[config.mk]
export PLATFORM = sky130hd
export DESIGN_NAME = vx_warp_ibuffer
export DESIGN_NICKNAME = d
export VERILOG_FILES = /design/src/rtl/vx_warp_ibuffer_pkg.sv /design/src/rtl/vx_ibuffer_queue.sv /design/src/rtl/vx_warp_ibuffer.sv
export SDC_FILE = /design/constraint.sdc
export NUM_CORES = 1
export LEC_CHECK = 0
export CAP_MARGIN = 20
export CORE_MARGIN = 10
export CORE_UTILIZATION = 63
export DETAILED_ROUTE_END_ITERATION = 6
export DONT_BUFFER_PORTS = 1
export PLACE_DENSITY = 0.76
export SLEW_MARGIN = 20
export SYNTH_ARGS = -nofsm -noshare
export SYNTH_HDL_FRONTEND = slang
export SYNTH_SLANG_ARGS = --single-unit
export TNS_END_PERCENT = 1
[constraint.sdc]
create_clock -name clk -period 4.7 [get_ports clk]
set_input_delay 0.94 -clock clk [delete_from_list [all_inputs] [get_ports clk]]
set_output_delay 0.94 -clock clk [all_outputs]
set_load 0.03 [all_outputs]
[src/rtl/vx_warp_ibuffer_pkg.sv]
// Shared types and sizes for the per-warp instruction buffer.
// The ibuffer payload layout is defined here so decode and issue agree on field positions.
package vx_warp_ibuffer_pkg;

    localparam int IBUF_NUM_WARPS = 4;
    localparam int IBUF_DEPTH     = 4;
    localparam bit EXT_V_ENABLE   = 1'b1;
    localparam int NW_WIDTH       = (IBUF_NUM_WARPS > 1) ? $clog2(IBUF_NUM_WARPS) : 1;

    // Vector fields stay in the layout even when EXT_V_ENABLE is off; decode ties them to zero.
    typedef struct packed {
        logic [31:0] pc;
        logic        wb;
        logic [4:0]  rd;
        logic [3:0]  op_type;
        logic [2:0]  op_mod;
        logic [4:0]  rs1;
        logic [4:0]  rs2;
        logic        is_vec;
        logic [4:0]  vd;
        logic [4:0]  vs1;
        logic [4:0]  vs2;
    } ibuf_data_t;

    localparam int IBUF_DATAW = $bits(ibuf_data_t);

    typedef logic [$clog2(IBUF_DEPTH + 1)-1:0] ibuf_count_t;

endpackage

[src/rtl/vx_ibuffer_queue.sv]
// Single-warp circular FIFO with synchronous flush and occupancy output.
// Head data is read asynchronously from the storage array so it is visible the cycle after enqueue.
module vx_ibuffer_queue #(
    parameter int  DEPTH = 4,
    parameter int  DATAW = 8,
    localparam int ADDRW = $clog2(DEPTH),
    localparam int CNTW  = $clog2(DEPTH + 1)
) (
    input  logic             clk,
    input  logic             reset,
    input  logic             flush,
    input  logic             enq_valid,
    input  logic [DATAW-1:0] enq_data,
    output logic             full,
    output logic             deq_valid,
    output logic [DATAW-1:0] deq_data,
    input  logic             deq_ready,
    output logic [CNTW-1:0]  count
);

    logic [DATAW-1:0] mem [DEPTH];
    logic [ADDRW-1:0] rd_ptr_reg, wr_ptr_reg;
    logic [CNTW-1:0]  count_reg, count_next;
    logic             push, pop;

    // A full queue refuses enqueue even when its head leaves in the same cycle.
    assign full      = (count_reg == CNTW'(DEPTH));
    assign deq_valid = (count_reg != '0) && !flush;
    assign push      = enq_valid && !full && !flush;
    assign pop       = deq_valid && deq_ready;
    assign deq_data  = mem[rd_ptr_reg];
    assign count     = count_reg;

    always_comb begin
        count_next = count_reg;
        case ({push, pop})
            2'b10:   count_next = count_reg + CNTW'(1);
            2'b01:   count_next = count_reg - CNTW'(1);
            default: count_next = count_reg;
        endcase
    end

    always_ff @(posedge clk) begin
        if (push) begin
            mem[wr_ptr_reg] <= enq_data;
        end
    end

    always_ff @(posedge clk) begin
        if (reset || flush) begin
            rd_ptr_reg <= '0;
            wr_ptr_reg <= '0;
            count_reg  <= '0;
        end else begin
            if (push) wr_ptr_reg <= wr_ptr_reg + ADDRW'(1);
            if (pop)  rd_ptr_reg <= rd_ptr_reg + ADDRW'(1);
            count_reg <= count_next;
        end
    end

`ifndef SYNTHESIS
    a_no_deq_empty: assert property (@(posedge clk) disable iff (reset) !(pop && (count_reg == '0)));
    a_count_bound:  assert property (@(posedge clk) disable iff (reset) count_reg <= CNTW'(DEPTH));
`endif

endmodule

[src/rtl/vx_warp_ibuffer.sv]
// Per-warp instruction buffer: one enqueue per cycle steered by warp id, independent per-warp heads.
// Each warp owns a vx_ibuffer_queue; this level decodes the target warp and packs the per-warp outputs.
module vx_warp_ibuffer
    import vx_warp_ibuffer_pkg::*;
#(
    parameter int  NUM_WARPS = IBUF_NUM_WARPS,
    parameter int  DEPTH     = IBUF_DEPTH,
    parameter int  DATAW     = IBUF_DATAW,
    parameter int  ALMFULL   = DEPTH - 1,
    localparam int WIDW      = (NUM_WARPS > 1) ? $clog2(NUM_WARPS) : 1,
    localparam int CNTW      = $clog2(DEPTH + 1)
) (
    input  logic                      clk,
    input  logic                      reset,
    input  logic                      enq_valid,
    input  logic [WIDW-1:0]           enq_wid,
    input  logic [DATAW-1:0]          enq_data,
    output logic                      enq_ready,
    output logic [NUM_WARPS-1:0]      deq_valid,
    output logic [NUM_WARPS*DATAW-1:0] deq_data,
    input  logic [NUM_WARPS-1:0]      deq_ready,
    input  logic [NUM_WARPS-1:0]      flush_mask,
    output logic [NUM_WARPS-1:0]      almost_full,
    output logic [NUM_WARPS*CNTW-1:0] count,
    output logic                      busy
);

    logic [NUM_WARPS-1:0] full_vec;
    logic [NUM_WARPS-1:0] nonempty;

    for (genvar gi = 0; gi < NUM_WARPS; gi++) begin : g_warp
        logic [CNTW-1:0] warp_count;
        logic            warp_enq;

        assign warp_enq = enq_valid && (int'(enq_wid) == gi);

        vx_ibuffer_queue #(
            .DEPTH (DEPTH),
            .DATAW (DATAW)
        ) u_queue (
            .clk       (clk),
            .reset     (reset),
            .flush     (flush_mask[gi]),
            .enq_valid (warp_enq),
            .enq_data  (enq_data),
            .full      (full_vec[gi]),
            .deq_valid (deq_valid[gi]),
            .deq_data  (deq_data[gi*DATAW +: DATAW]),
            .deq_ready (deq_ready[gi]),
            .count     (warp_count)
        );

        assign count[gi*CNTW +: CNTW] = warp_count;
        assign almost_full[gi]        = int'(warp_count) >= ALMFULL;
        assign nonempty[gi]           = (warp_count != '0);
    end

    // An out-of-range warp id is never ready, so a bad tag cannot be silently accepted.
    assign enq_ready = (int'(enq_wid) < NUM_WARPS) && !full_vec[enq_wid] && !flush_mask[enq_wid];
    assign busy      = |nonempty;

`ifndef SYNTHESIS
    a_wid_range: assert property (@(posedge clk) disable iff (reset) enq_valid |-> (int'(enq_wid) < NUM_WARPS));
`endif

endmodule

==> impl_metrics.env, run 1 <==
export IMPL_setup_tns_ps=0
export IMPL_antenna_found_initial=0
export IMPL_io_pin_count=390
export IMPL_hold_viol_final=0
export IMPL_numCtsBuffers=110
export IMPL_gr_total_overflow=0
export IMPL_top_layer_used="met4"
export IMPL_dr_wl_met3_mm=9.01
export IMPL_slew_headroom_pct=26.5
export IMPL_h_tree_depth=3
export IMPL_post_cts_setup_buffers=0
export IMPL_syn_area_sq_mm=0.0429
export IMPL_fillers=3677
export IMPL_drt_total_wl_mm=99.8
export IMPL_place_congestion=0.781
export IMPL_critPathRequiredTime_ps=3760
export IMPL_place_inst=2550
export IMPL_initial_core_util_pct=63.7
export IMPL_worstPathArrival_ps=2760
export IMPL_fin_crit_sh_pct=78.6
export IMPL_syn_avg_cell_area_sq_um=24.9
export IMPL_coreArea_sq_mm=0.0674
export IMPL_final_antenna_net_count=0
export IMPL_path_clk_slew_ps=60
export IMPL_die_height_microns=281
export IMPL_min_path_type="in -> reg"
export IMPL_seq_area_frac_synth_pct=81.2
export IMPL_postSynthNetCount=1831
export IMPL_firstDrtPassIters=5
export IMPL_ff2ff_setup_slack_ps=1620
export IMPL_clockBufferDepth=3
export IMPL_fp_dieW_microns=281
export IMPL_final_cells=2757
export IMPL_portBuffers=0
export IMPL_wl_per_cell_microns=36.2
export IMPL_diodes=0
export IMPL_path_class="reg -> out"
export IMPL_cap_violations=0
export IMPL_drv_slew=0
export IMPL_fmax_mhz=271
export IMPL_final_core_util_pct=70.7
export IMPL_grt_max_degree=64
export IMPL_async_flop_share_pct=0
export IMPL_place_ws_ps=1450
export IMPL_synth_flop_cell="edfxtp_1"
export IMPL_cts_tree="built"
export IMPL_dpl_hpwl_mm=57.1
export IMPL_grt_pass1_wl_mm=143
export IMPL_drive_gt1_share_pct=26.5
export IMPL_synth_seq_cells=1172
export IMPL_grt_pass1_vias=19265
export IMPL_rsz0062_at_grt="no"
export IMPL_startpoint_type="register"
export IMPL_drc=0
export IMPL_worst_setup_path_end_kind="primary output"
export IMPL_ys_warnings_count=0
export IMPL_p_leak_nw=14.3
export IMPL_hold_buffers=0
export IMPL_cts_resized=0
export IMPL_drt_iter0_drc=2124
export IMPL_wl_met1_mm=35.6
export IMPL_peakVddDrop_v=0.000312
export IMPL_tightest_slew_ps=1100
export IMPL_via_per_inst=6.76
export IMPL_netlist_instances=1723
export IMPL_postLayoutSetupSlackWorst_ps=1000
export IMPL_largest_reg_flops=1136
export IMPL_area_delta_synth_final_pct=11.1
export IMPL_fin_hold_ws_ps=360
export IMPL_die_area_sq_mm=0.0790
export IMPL_final_nets=1898
export IMPL_grt_usage_pct=25.6
export IMPL_min_period_ps=3700
export IMPL_finClkSkew_ps=21.4
export IMPL_vias=18646
export IMPL_synth_cell_type_count=36
export IMPL_row_count=95
export IMPL_synth_edf_count=1136
export IMPL_power_density_mw_per_mm2=426
export IMPL_wl_met2_mm=52.3
export IMPL_critPathMaxFanout=37
export IMPL_cts_root_buf="clkbuf_16"
export IMPL_clk_latency_ps=670
export IMPL_numClockSinks=1172
export IMPL_status="finished clean"
export IMPL_setup_viol=0
==> synthesized netlist by cell type, types with 3 or more instances <==
cell type  count  area [sq um]
fa_1           4          80.1
inv_1         25          93.8
a21o_1         4          30.0
xor2_1        10          87.6
o21a_1         5          37.5
nor3_1         8          40.0
or2_2          4          25.0
or4_1          3          22.5
mux4_2       284          6400
nor3b_1       10          75.1
clkbuf_1      15          56.3
o21ai_0        9          45.0
buf_2         32           160
nor2_1        25          93.8
buf_1         20          75.1
and2_1        16           100
a21oi_1       16          80.1
or3_1         10          62.6
ha_1          20           250
edfxtp_1    1136         34100
dfxtp_1       36           721
buf_4          4          30.0
o31ai_1        4          30.0
nand2_1        5          18.8
mux2i_1        4          40.0
==> cell families (layout without fill, tap and decap cells) <==
logic type,after synthesis,count (layout),share of synthesized area (%)
mux,292,292,15.2
flops,1172,1172,81.2
fa+ha+maj,24,24,0.770
xor+xnor,10,10,0.204
simple gates,87,87,1.13
compound gates,40,40,0.563
buf+inv,98,259,1.01
==> stage by stage <==
| step | area (sq um) | power [mW] |
|---|---|---|
| final | 47700 | 20.3 |
| after global routing | 47700 | 20.8 |
| after CTS | 47600 | 20.4 |
| after detailed placement | 44200 | 12.0 |
| after global placement | 44200 | 12.0 |
| after floorplan | 42900 | 11.9 |
==> cells in the final DEF, fill, tap and decap left out, drive strengths merged, types with 5 or more instances in the layout <==
cell type | netlist | final
edfxtp | 1136 | 1136
mux4 | 286 | 286
clkbuf | 16 | 146
clkinv | 0 | 44
dfxtp | 36 | 36
inv | 25 | 30
buf | 57 | 28
nor2 | 25 | 25
ha | 20 | 20
and2 | 16 | 16
a21oi | 16 | 16
nor3b | 10 | 10
xor2 | 10 | 10
or3 | 10 | 10
o21ai | 9 | 9
nor3 | 8 | 8
bufinv | 0 | 7
nand2 | 5 | 5
o21a | 5 | 5
==> final cells by class <==
| type | count | area [sq um] | share of cell area [%] |
|---|---|---|---|
| clock inverters | 60 | 528 | 1.11 |
| well taps | 873 | 1090 | 2.29 |
| clock buffers | 146 | 2940 | 6.16 |
| inverters | 25 | 93.8 | 0.197 |
| repair buffers | 28 | 463 | 0.971 |
| multi-input cells | 453 | 7690 | 16.1 |
| flip-flops and latches | 1172 | 34900 | 73.1 |
==> worst max-delay path, cell delays in order (launching register included) <==
cell and delay (ps):
dfxtp_4 870, buf_12 390, mux4_2 710
==> final timing paths <==
kind	from	to	cells past startpoint
hold reg to reg	g_warp[2].u_queue.rd_ptr_reg[1]	register	2
setup / recovery	register	deq_data[51]	2
hold / removal	enq_data[23]	g_warp[3].u_queue.mem[1][23]	0
setup reg to reg	g_warp[3].u_queue.count[0]	g_warp[3].u_queue.mem[2][5]	4
==> metal layers <==
layer	track usage, %	up-vias
met4	7.95	0
met2	42.9	962
li1	-	7458
met3	6.68	146
met5	0	-
met1	32.7	10080
==> power by group <==
group | total (mW) | switching (mW) | internal, mW
sequential | 11.5 | 0.0197 | 11.5
combinational | 0.258 | 0.194 | 0.0639
clock | 8.52 | 3.73 | 4.79
(Power assumes the default switching activity.)
==> run 2: changes to the inputs <==
clock period = 3.5 ns   (was 4.7 ns; I/O delays follow)
==> run 2 against run 1 <==
Net effect:
- register-to-register slack lost 1100 ps
- first-iteration DRC count rose by 2.8%
- total power up 36%
- critical path depth up 1
- worst setup slack got worse by 800 ps
- cell count increased by 0.62%
- global-route usage up 0.68 points
- largest cell class unchanged
- non-clock buffer count up 16
- clock power grew 37%
- flip-flop and latch count unchanged
- die area unchanged
- highest routed layer is now met5
==> impl_metrics.env, run 2 (synthesis results as in run 1) <==
export IMPL_worstPathArrival_ps=2600
export IMPL_mostFrequentLayoutCell="edfxtp_1"
export IMPL_critical_path_top_delay_family="simple AND/OR/NAND/NOR gates"
export IMPL_min_path_type="in -> reg"
export IMPL_cts_resized=0
export IMPL_die_height_microns=281
export IMPL_io_pin_count=390
export IMPL_grt_pass1_vias=19352
export IMPL_fp_dieW_microns=281
export IMPL_mostFrequentLayoutCells="1136 x edfxtp_1, 284 x mux4_2, 113 x clkbuf_16"
export IMPL_numCtsBuffers=112
export IMPL_critPathMaxFanout=6
export IMPL_tightest_slew_ps=808
export IMPL_status="finished clean"
export IMPL_drive_gt1_share_pct=27.9
export IMPL_via_per_inst=6.77
export IMPL_p_leak_nw=14.5
export IMPL_crit_slowest_cell="dfxtp_1"
export IMPL_row_count=95
export IMPL_largest_reg_flops=1136
export IMPL_initial_core_util_pct=63.7
export IMPL_hold_viol_final=0
export IMPL_finClkSkew_ps=26.2
export IMPL_critPathRequiredTime_ps=2800
export IMPL_grt_max_degree=72
export IMPL_cap_violations=0
export IMPL_grt_pass1_wl_mm=146
export IMPL_dpl_hpwl_mm=59.5
export IMPL_antenna_found_initial=0
export IMPL_drv_slew=0
export IMPL_crit_start="g_warp[0].u_queue.count[1]"
export IMPL_peakVddDrop_v=0.000439
export IMPL_min_period_ps=3300
export IMPL_postLayoutSetupSlackWorst_ps=202
export IMPL_vias=18770
export IMPL_fmax_mhz=303
export IMPL_setup_tns_ps=0
export IMPL_area_delta_synth_final_pct=11.9
export IMPL_path_class="reg -> out"
export IMPL_critPathBufInv=0
export IMPL_fin_crit_sh_pct=94.2
export IMPL_drt_total_wl_mm=102
export IMPL_path_clk_slew_ps=60
export IMPL_numClockSinks=1172
export IMPL_clk_latency_ps=690
export IMPL_cts_tree="built"
export IMPL_h_tree_depth=3
export IMPL_slew_headroom_pct=46.0
export IMPL_drt_iter0_drc=2183
export IMPL_clockBufferDepth=3
export IMPL_crit_chain="nor3b_1 > mux4_1 > nor2_1"
export IMPL_worst_setup_path_end_kind="primary output"
export IMPL_power_density_mw_per_mm2=574
export IMPL_setup_viol=0
export IMPL_startpoint_type="register"
export IMPL_final_nets=1916
export IMPL_place_congestion=0.799
export IMPL_rsz0062_at_grt="no"
export IMPL_diodes=0
export IMPL_hold_start="enq_data[66]"
export IMPL_drc=0
export IMPL_coreArea_sq_mm=0.0674
export IMPL_portBuffers=0
export IMPL_cp_slowest_stage_delay_ps=630
export IMPL_cts_root_buf="clkbuf_16"
export IMPL_wl_per_cell_microns=36.8
export IMPL_hold_buffers=0
export IMPL_firstDrtPassIters=5
export IMPL_post_cts_setup_buffers=0
export IMPL_grt_usage_pct=26.2
export IMPL_r2r_start="g_warp[0].u_queue.count[2]"
export IMPL_place_ws_ps=641
export IMPL_die_area_sq_mm=0.0790
export IMPL_final_antenna_net_count=0
export IMPL_finalPower_mw=27.6
export IMPL_final_core_util_pct=71.2
export IMPL_gr_total_overflow=0
run 2: cell type report:
type	count	area (sq um)
Tap cell	873	1090
Timing Repair Buffer	44	681
Fill cell	3625	19400
Inverter	25	93.8
Clock inverter	72	651
Clock buffer	135	2940
Multi-Input combinational cell	453	7690
Sequential cell	1172	34900
run 2: worst reg2reg max path: cells and delay by family, from the launching register on:
family | cells | cell delay (ps)
AND/OR/NAND/NOR | 3 | 1170
flip-flops | 1 | 620
adder cells (fa/ha/maj) | 2 | 550
buffers and inverters | 3 | 310
XOR/XNOR | 1 | 160
AO/OA/AOI/OAI | 1 | 150
run 2: per-layer routing:
layer / global-route usage [%] / wire (microns) / vias up
li1: - / - / 7502
met1: 33.4 / 35900 / 10061
met2: 42.1 / 51000 / 1046
met3: 8.58 / 11300 / 159
met4: 9.62 / 3540 / 2
met5: 1.09 / 119 / -
run 2: final timing paths:
kind,to,slack [ps],cells past startpoint
worst max-delay path,enq_ready,200,3
worst min-delay path,g_warp[3].u_queue.mem[2][66],110,0
worst max register to register,g_warp[0].u_queue.count[2],480,10
worst min register to register,g_warp[2].u_queue.rd_ptr_reg[0],500,2
run 2: power by group:
group	internal [mW]	leakage [nW]	switching, mW
Sequential	15.5	10.5	0.0239
Combinational	0.0900	2.22	0.269
Clock	6.60	1.78	5.13
run 2: metrics by stage:
step | cell area [sq um] | std cells | hold slack (ps)
after floorplan | 42900 | 1723 | 447
after detailed placement | 44400 | 2567 | 483
after global placement | 44400 | 2567 | 480
final | 48000 | 2774 | 106
after global routing | 48000 | 2774 | 82.7
after CTS | 48000 | 2774 | 73.7
==> run 3: changes to the inputs <==
GPL_TIMING_DRIVEN = 0   (was unset)
==> run 3 against run 2 <==
Net effect:
- core utilization is 0.67 points higher
- critical path depth stayed put
- clock skew is 5.2 ps lower
- clock power is 8% higher
- hold slack better by 14 ps
- largest power group unchanged
==> impl_metrics.env, run 3 (synthesis results as in run 1) <==
export IMPL_status="finished clean"
export IMPL_die_area_sq_mm=0.0790
export IMPL_row_count=95
export IMPL_clockBufferDepth=3
export IMPL_fp_dieW_microns=281
export IMPL_slew_headroom_pct=45.2
export IMPL_clk_latency_ps=670
export IMPL_final_cells=2831
export IMPL_fin_hold_ws_ps=120
export IMPL_grt_pass1_wl_mm=144
export IMPL_largest_reg_flops=1136
export IMPL_rsz0062_at_grt="yes"
export IMPL_drc=0
export IMPL_r2r_start="g_warp[3].u_queue.count[2]"
export IMPL_numClockSinks=1172
export IMPL_cts_root_buf="clkbuf_16"
export IMPL_initial_core_util_pct=63.7
export IMPL_die_height_microns=281
export IMPL_drive_gt1_share_pct=28.0
export IMPL_design_area_sq_mm=0.0485
export IMPL_postLayoutSetupSlackWorst_ps=39.9
export IMPL_finClkSkew_ps=21.0
export IMPL_worst_setup_path_end_kind="primary output"
export IMPL_p_leak_nw=14.8
export IMPL_hold_start="enq_data[67]"
export IMPL_fin_crit_sh_pct=98.9
export IMPL_cts_tree="built"
export IMPL_hold_viol_final=0
export IMPL_numCtsBuffers=113
export IMPL_grt_max_degree=41
export IMPL_tightest_slew_ps=820
export IMPL_min_path_type="in -> reg"
export IMPL_p_comb_share_pct=1.3
export IMPL_gr_total_overflow=0
export IMPL_h_tree_depth=3
export IMPL_worstPathArrival_ps=2760
export IMPL_drt_iter0_drc=1893
export IMPL_final_nets=1965
export IMPL_switching_share_pct=19.0
export IMPL_power_density_mw_per_mm2=586
export IMPL_path_clk_slew_ps=60
export IMPL_via_per_inst=6.71
export IMPL_wl_per_cell_microns=35.3
export IMPL_io_pin_count=390
export IMPL_cap_violations=0
export IMPL_vias=18984
export IMPL_place_congestion=0.768
export IMPL_fmax_mhz=289
export IMPL_grt_pass1_vias=19465
export IMPL_critPathMaxFanout=10
export IMPL_critPathRequiredTime_ps=2800
export IMPL_final_antenna_net_count=0
export IMPL_post_cts_setup_buffers=0
export IMPL_grt_usage_pct=25.6
export IMPL_path_class="reg -> out"
export IMPL_place_inst=2617
export IMPL_power_frac_clock_pct=44.2
export IMPL_min_period_ps=3460
export IMPL_finalPower_mw=28.4
export IMPL_peakVddDrop_v=0.000495
export IMPL_power_switching_mw=5.40
export IMPL_power_frac_seq_pct=54.5
export IMPL_coreArea_sq_mm=0.0674
export IMPL_startpoint_type="register"
export IMPL_area_delta_synth_final_pct=12.9
export IMPL_setup_tns_ps=0
export IMPL_internal_power_mw=23.0
export IMPL_firstDrtPassIters=7
export IMPL_drv_slew=0
export IMPL_drt_total_wl_mm=99.9
export IMPL_antenna_found_initial=2
export IMPL_place_ws_ps=363
export IMPL_setup_viol=0
export IMPL_portBuffers=0
export IMPL_mostFrequentLayoutCell="edfxtp_1"
export IMPL_final_core_util_pct=71.9
export IMPL_mostFrequentLayoutCells="1136 x edfxtp_1, 284 x mux4_2, 115 x clkbuf_16"
export IMPL_place_area_sq_mm=0.0446
export IMPL_dpl_hpwl_mm=59.9
run 3: layout make-up:
cell class                 instances  area, sq um
antenna                            3         7.51
buffer                            71          347
clock buffer                     144         3060
clock inverter                    69          822
fill                            3659        18900
inverter                          25         93.8
multi-input combinational        453         7700
sequential                      1172        34800
tap                              873         1090
timing repair buffer              21          518
run 3: what timing repair did:
action / CTS / global route
resized for setup: 5 / 4
hold buffers: 0 / 0
endpoints found under the setup margin: 161 / 26
run 3: metal layers:
layer | vias to the layer above | share of wire [%] | GRT usage (%)
met4 | 0 | 2.1 | 6.62
li1 | 7608 | - | -
met1 | 10287 | 37 | 34.2
met5 | - | 0 | 0
met3 | 122 | 9.3 | 6.55
met2 | 967 | 51 | 42.2
run 3: worst paths after layout:
kind	endpoint	slack (ps)	depth (start not counted)
hold reg to reg	g_warp[2].u_queue.rd_ptr_reg[1]	500	2
setup / recovery	deq_data[62]	40	3
hold / removal	g_warp[2].u_queue.mem[0][67]	120	0
setup reg to reg	g_warp[3].u_queue.count[2]	390	9
run 3: power by group through the flow:
stage	logic [mW]	registers [mW]	clock network, mW
after floorplan	0.266	15.8	0
after global routing	0.370	15.5	13.2
after global placement	0.342	15.8	0
after detailed placement	0.359	15.8	0
after CTS	0.363	15.5	12.7
final	0.356	15.5	12.6
run 3: worst max-delay path, stage by stage, from the launching register on:
cell and delay [ps]:
dfxtp_1 300, clkbuf_2 550, clkbuf_1 680, mux4_2 550
